<file path="config.mk">
export PLATFORM = sky130hd
export DESIGN_NAME = ep_lookup_engine
export DESIGN_NICKNAME = d
export VERILOG_FILES = /design/src/rtl/ep_lookup_pkg.sv /design/src/rtl/ep_lookup_engine_ram.sv /design/src/rtl/ep_lookup_engine.sv
export SDC_FILE = /design/constraint.sdc
export NUM_CORES = 2
export LEC_CHECK = 0
export ABC_AREA = 1
export CAP_MARGIN = 15
export CELL_PAD_IN_SITES_DETAIL_PLACEMENT = 0
export CELL_PAD_IN_SITES_GLOBAL_PLACEMENT = 1
export CORE_UTILIZATION = 40
export DETAILED_ROUTE_END_ITERATION = 6
export PLACE_DENSITY_LB_ADDON = 0.12
export SETUP_SLACK_MARGIN = 0.15
export SYNTH_ARGS = -nofsm -noshare
export SYNTH_HDL_FRONTEND = slang
export SYNTH_SLANG_ARGS = --single-unit
export TNS_END_PERCENT = 1
</file>
<file path="constraint.sdc">
create_clock -name clk -period 12.7 [get_ports clk]
set_clock_uncertainty 0.1 [all_clocks]
set_input_delay 2.54 -clock clk [delete_from_list [all_inputs] [get_ports clk]]
set_output_delay 2.54 -clock clk [all_outputs]
set_load 0.02 [all_outputs]
</file>
<file path="src/rtl/ep_lookup_pkg.sv">
// Shared types for the endpoint lookup path and the slot memory controller interface.
// Holds the result struct, the default widths and the lookup FSM states.
package ep_lookup_pkg;

    localparam int unsigned DEF_EP_ID_W = 8;
    localparam int unsigned DEF_SLOT_W  = 15;

    typedef struct packed {
        logic                   hit;
        logic [DEF_SLOT_W-1:0]  slot;
        logic [DEF_EP_ID_W-1:0] ep_id;
    } ep_lookup_t;

    typedef enum logic {
        INIT = 1'b0,
        RUN  = 1'b1
    } ep_state_e;

    // A miss never exposes a stale slot index.
    function automatic ep_lookup_t make_result(
        input logic                   hit,
        input logic [DEF_SLOT_W-1:0]  slot,
        input logic [DEF_EP_ID_W-1:0] ep_id
    );
        ep_lookup_t r;
        r.hit   = hit;
        r.slot  = hit ? slot : '0;
        r.ep_id = ep_id;
        return r;
    endfunction

endpackage

</file>
<file path="src/rtl/ep_lookup_engine_ram.sv">
// Endpoint->slot table storage: 1R1W synchronous RAM, one-cycle read latency.
// Storage is not reset; the top clears it after every reset.
module slot_table_ram #(
    parameter int unsigned ADDR_W = 8,
    parameter int unsigned DATA_W = 16
) (
    input  logic              clk,
    input  logic              we_i,
    input  logic [ADDR_W-1:0] waddr_i,
    input  logic [DATA_W-1:0] wdata_i,
    input  logic [ADDR_W-1:0] raddr_i,
    output logic [DATA_W-1:0] rdata_o
);

    logic [DATA_W-1:0] mem_q [0:(1 << ADDR_W) - 1];
    logic [DATA_W-1:0] rdata_q;

    // Read-before-write: a read colliding with a write returns the old word.
    always_ff @(posedge clk) begin
        if (we_i) begin
            mem_q[waddr_i] <= wdata_i;
        end
        rdata_q <= mem_q[raddr_i];
    end

    assign rdata_o = rdata_q;

endmodule

</file>
<file path="src/rtl/ep_lookup_engine.sv">
// Endpoint lookup stage: clears the ep->slot table after reset, then serves lookups
// through a one-stage RAM pipeline into a 2-entry result FIFO with valid/ready flow control.
module ep_lookup_engine
    import ep_lookup_pkg::*;
#(
    parameter int unsigned EP_ID_W = DEF_EP_ID_W,
    parameter int unsigned SLOT_W  = DEF_SLOT_W
) (
    input  logic               clk,
    input  logic               rst_n,
    input  logic               req_valid,
    output logic               req_ready,
    input  logic [EP_ID_W-1:0] req_ep_id,
    output logic               rsp_valid,
    input  logic               rsp_ready,
    output ep_lookup_t         rsp_lookup,
    input  logic               upd_valid,
    input  logic [EP_ID_W-1:0] upd_ep_id,
    input  logic               upd_hit,
    input  logic [SLOT_W-1:0]  upd_slot,
    output logic               init_done
);

    ep_state_e           state_q;
    logic [EP_ID_W-1:0]  cnt_q;
    logic                init_done_q;

    logic                ram_we;
    logic [EP_ID_W-1:0]  ram_waddr;
    logic [SLOT_W:0]     ram_wdata;
    logic [SLOT_W:0]     ram_rdata;

    logic                s1_valid_q;
    logic [EP_ID_W-1:0]  s1_ep_q;
    logic                s1_byp_q;
    logic [SLOT_W:0]     s1_byp_data_q;
    logic [SLOT_W:0]     s1_entry;
    ep_lookup_t          s1_res;

    ep_lookup_t          fifo_q [0:1];
    logic                wr_ptr_q;
    logic                rd_ptr_q;
    logic [1:0]          fifo_cnt_q;
    logic [1:0]          fifo_cnt_d;
    logic [1:0]          occupancy;

    logic                accept;
    logic                push;
    logic                pop;
    logic                s0_byp;

    always_ff @(posedge clk or negedge rst_n) begin
        if (!rst_n) begin
            state_q     <= INIT;
            cnt_q       <= '0;
            init_done_q <= 1'b0;
        end else if (state_q == INIT) begin
            cnt_q <= cnt_q + EP_ID_W'(1);
            if (cnt_q == '1) begin
                state_q     <= RUN;
                init_done_q <= 1'b1;
            end
        end
    end

    assign init_done = init_done_q;

    // The clear sweep owns the write port; updates are ignored until RUN.
    always_comb begin
        ram_we    = 1'b0;
        ram_waddr = cnt_q;
        ram_wdata = '0;
        if (state_q == INIT) begin
            ram_we = 1'b1;
        end else if (upd_valid) begin
            ram_we    = 1'b1;
            ram_waddr = upd_ep_id;
            ram_wdata = {upd_hit, upd_slot};
        end
    end

    slot_table_ram #(
        .ADDR_W (EP_ID_W),
        .DATA_W (SLOT_W + 1)
    ) u_table (
        .clk     (clk),
        .we_i    (ram_we),
        .waddr_i (ram_waddr),
        .wdata_i (ram_wdata),
        .raddr_i (req_ep_id),
        .rdata_o (ram_rdata)
    );

    assign rsp_valid = (fifo_cnt_q != 2'd0);
    assign pop       = rsp_valid && rsp_ready;
    assign push      = s1_valid_q;

    // Credit counts the FIFO slot freed by this cycle's pop so a stream sustains 1/cycle.
    assign occupancy = fifo_cnt_q + {1'b0, s1_valid_q} - {1'b0, pop};
    assign req_ready = (state_q == RUN) && (occupancy < 2'd2);
    assign accept    = req_valid && req_ready;

    // The RAM read at accept misses a same-cycle write; capture the update instead.
    assign s0_byp    = upd_valid && (upd_ep_id == req_ep_id);

    always_ff @(posedge clk or negedge rst_n) begin
        if (!rst_n) begin
            s1_valid_q    <= 1'b0;
            s1_ep_q       <= '0;
            s1_byp_q      <= 1'b0;
            s1_byp_data_q <= '0;
        end else begin
            s1_valid_q <= accept;
            if (accept) begin
                s1_ep_q       <= req_ep_id;
                s1_byp_q      <= s0_byp;
                s1_byp_data_q <= {upd_hit, upd_slot};
            end
        end
    end

    assign s1_entry = s1_byp_q ? s1_byp_data_q : ram_rdata;
    assign s1_res   = make_result(s1_entry[SLOT_W], s1_entry[SLOT_W-1:0], s1_ep_q);

    always_comb begin
        fifo_cnt_d = fifo_cnt_q;
        if (push && !pop) begin
            fifo_cnt_d = fifo_cnt_q + 2'd1;
        end else if (pop && !push) begin
            fifo_cnt_d = fifo_cnt_q - 2'd1;
        end
    end

    always_ff @(posedge clk or negedge rst_n) begin
        if (!rst_n) begin
            for (int unsigned i = 0; i < 2; i++) begin
                fifo_q[i] <= '0;
            end
            wr_ptr_q   <= 1'b0;
            rd_ptr_q   <= 1'b0;
            fifo_cnt_q <= '0;
        end else begin
            if (push) begin
                fifo_q[wr_ptr_q] <= s1_res;
                wr_ptr_q         <= ~wr_ptr_q;
            end
            if (pop) begin
                rd_ptr_q <= ~rd_ptr_q;
            end
            fifo_cnt_q <= fifo_cnt_d;
        end
    end

    assign rsp_lookup = fifo_q[rd_ptr_q];

endmodule

</file>
==> impl_metrics.ini <==
[global_route]
grt_max_degree = 215
grtUsageTotal = 0.249
grt_use_met3 = 0.0323
grt_use_met1 = 0.354
first_global_vias = 106000
grt_use_met2 = 0.400
antenna_found_initial = 22
top_usage_layer = met2
grt_pass1_wl_mm = 778
gr-total-overflow = 0

[drt]
vias_per_cell = 5.51
wl_per_cell_um = 27.0
vias = 111000
drt-total-wl_mm = 543
ant_nets = 0
first_pass_iters = 6
drt_iter0_drc = 11500
drc = 0

[run_status]
status = finished clean

[sta]
max_slew_margin = 0.0793
tns_ns = 0
tightest_slew_ns = 1.38
setup_viol = 0
fin_crit_ns = 7.17
hold_ws_ns = 0.380
min_period_over_period = 0.565
hold_viol = 0
maxSlewViolCount = 0
clock.fmax_mhz = 139
rsz0062_at_grt = false
setup_ws_ns = 5.53

[synth]
synth_area_leaders = edfxtp_1 (73%), nand3_1 (12%), nand2_1 (9.7%)
synth.distinct_cells = 36
avgSynthCellArea_um2 = 12.0
synth-seq-area-share = 0.741
synth_top_cell_by_area = edfxtp_1
syn_area_um2 = 169000
yosysTopAreaCellShare = 0.726
synthesis.instances = 14100
yosys_warnings = 0
syn_nets = 14200
ys_ff_latch = 4200

[pwr]
p_per_area_nw_per_um2 = 155
cellLeakagePower_nw = 64.3
vdd_drop_max_v = 0.000117

[clock_tree]
path_clk_slew_ns = 0.06
insertion_delay_ns = 1.01
cts_hold_buf = 0
cts_tree = done
cts_max_path_buffers = 4
cts_setup_buffers = 0
root_buffer = clkbuf_16
cts_resized = 0
cts.sinks = 4200
htreeDepth = 5
cts_buffers = 456

[worst_hold_path]
min_from = fifo_cnt_q[0]
min_path_type = reg -> reg

[die]
die_x_um = 653
pin_count = 64
start_util = 0.402
fp.dieArea_um2 = 426000
row_count = 238
dieHeight_um = 653
core_area_um2 = 421000

[setup_path]
cpMaxStageDelayCell = clkdlybuf4s50_1
r2r_start = state_q
cp-startpoint = rsp_ready
critPathKind = in -> out
rrSetupSlack_ns = 7.79
critical_path.top_delay_family = buffers and inverters
worstPathArrival_ns = 4.53
crit_path_max_incr_delay_ns = 0.65
critPathRequiredTime_ns = 10.06
worstPathMaxFanout = 4
cp-end-kind = output pin
crit_top_cell = clkdlybuf4s50_1
path_buf_inv = 3
path_cells = clkdlybuf4s50_1 -> nand2_1 -> inv_1 -> ha_1 -> o21a_1 -> nor3_1 -> clkdlybuf4s50_1
crit_path_start_kind = input port

[finish]
nNetsFinal = 14100
area_growth_pct = 12.6
fillers = 38300
layout_common_cells = nand2_1 (4367), edfxtp_1 (4096), nand3_1 (4033)
layout_commonest_cell = nand2_1
drive_gt1_frac = 0.0812

[run]
max_cap_viol_count = 0

[place]
port_buffers = 63
gp_congestion = 0.825
hpwl_mm = 293
post-place-ws_ns = 5.27
==> routing by layer <==
layer / share of wire / vias up
li1: - / 50100
met1: 0.44 / 56000
met2: 0.47 / 3810
met3: 0.063 / 773
met4: 0.032 / 9
met5: 0.00017 / -
==> power by group <==
part	switching [W]	internal, W
clock network	0.00551	0.00748
registers	0.0000132	0.0150
logic	0.00121	0.000416
total	0.00673	0.0229
==> area by class of cell <==
| type | instances | area (um2) | area share |
|---|---|---|---|
| inverter | 86 | 387 | 0.00203 |
| antenna | 6 | 15.0 | 0.0000787 |
| timing repair buffer | 447 | 4080 | 0.0214 |
| multi-input combinational | 8862 | 39200 | 0.205 |
| clock inverter | 251 | 2350 | 0.0123 |
| sequential | 4200 | 126000 | 0.658 |
| clock buffer | 592 | 12100 | 0.0636 |
| tap | 5640 | 7060 | 0.0370 |
==> synthesized netlist by cell type <==
| master | number |
|---|---|
| edfxtp_1 | 4096 |
| nand3_2 | 1 |
| inv_1 | 79 |
| mux2_2 | 17 |
| o31ai_1 | 2 |
| nor4_1 | 1 |
| nor2_2 | 4 |
| clkinv_1 | 3 |
| a221oi_1 | 1 |
| buf_2 | 572 |
| nor3_1 | 7 |
| dfrtp_1 | 88 |
| o22ai_1 | 1 |
| xor2_1 | 9 |
| buf_4 | 117 |
| nor2_1 | 304 |
| clkbuf_1 | 168 |
| inv_4 | 1 |
| buf_1 | 97 |
| ha_1 | 3 |
| a21oi_1 | 1 |
| a211oi_1 | 2 |
| a31o_2 | 1 |
| buf_6 | 10 |
| nand2_1 | 4384 |
| nand4_1 | 2 |
| inv_6 | 1 |
| o21ai_2 | 4 |
| nand2_2 | 1 |
| o21a_1 | 1 |
| nand3_1 | 4033 |
| xnor2_1 | 4 |
| inv_2 | 2 |
| dfxtp_1 | 16 |
| o21ai_4 | 1 |
| o21ai_0 | 78 |
==> per-stage QoR <==
step	total power [W]	instance area (um2)	util	cells
after floorplan	0.0163	169000	-	14100
after global placement	0.0169	176000	0.418	19200
after detailed placement	0.0169	176000	0.418	19200
after CTS	0.0298	191000	0.453	20100
after global routing	0.0304	191000	0.453	20100
final	0.0296	191000	0.453	20100
==> cell families (layout without fill, tap and decap cells) <==
kind of cell / count (synthesis) / after routing / synth area share
other: 0 / 6 / 0
muxes: 17 / 17 / 0.00113
xor gates and xnor gates: 13 / 13 / 0.000672
AOI/OAI and AO/OA: 92 / 92 / 0.00300
DFF: 4200 / 4200 / 0.741
buffers and inverters: 1050 / 1376 / 0.0306
adders and majority gates: 3 / 3 / 0.000222
and+or+nand+nor: 8737 / 8737 / 0.224
==> path summary, 6_finish.rpt <==
path                                               end  cells after the start
max in group asynchronous            s1_byp_data_q[10]                      2
worst max-delay path                         req_ready                      7
min in group asynchronous                    fifo_q[5]                      1
worst min-delay path                     fifo_cnt_q[0]                      1
worst min register to register           fifo_cnt_q[0]                      1
worst max register to register  u_table.mem_q[238][13]                      6
==> flip-flops by register name, summed over array words and instances (netlist names), 2 cells and up <==
register         count
fifo_q              48
cnt_q                8
u_table.mem_q     4096
s1_ep_q              8
fifo_cnt_q           2
u_table.rdata_o     16
s1_byp_data_q       16
Note: power is estimated with default switching activity, not from simulation.
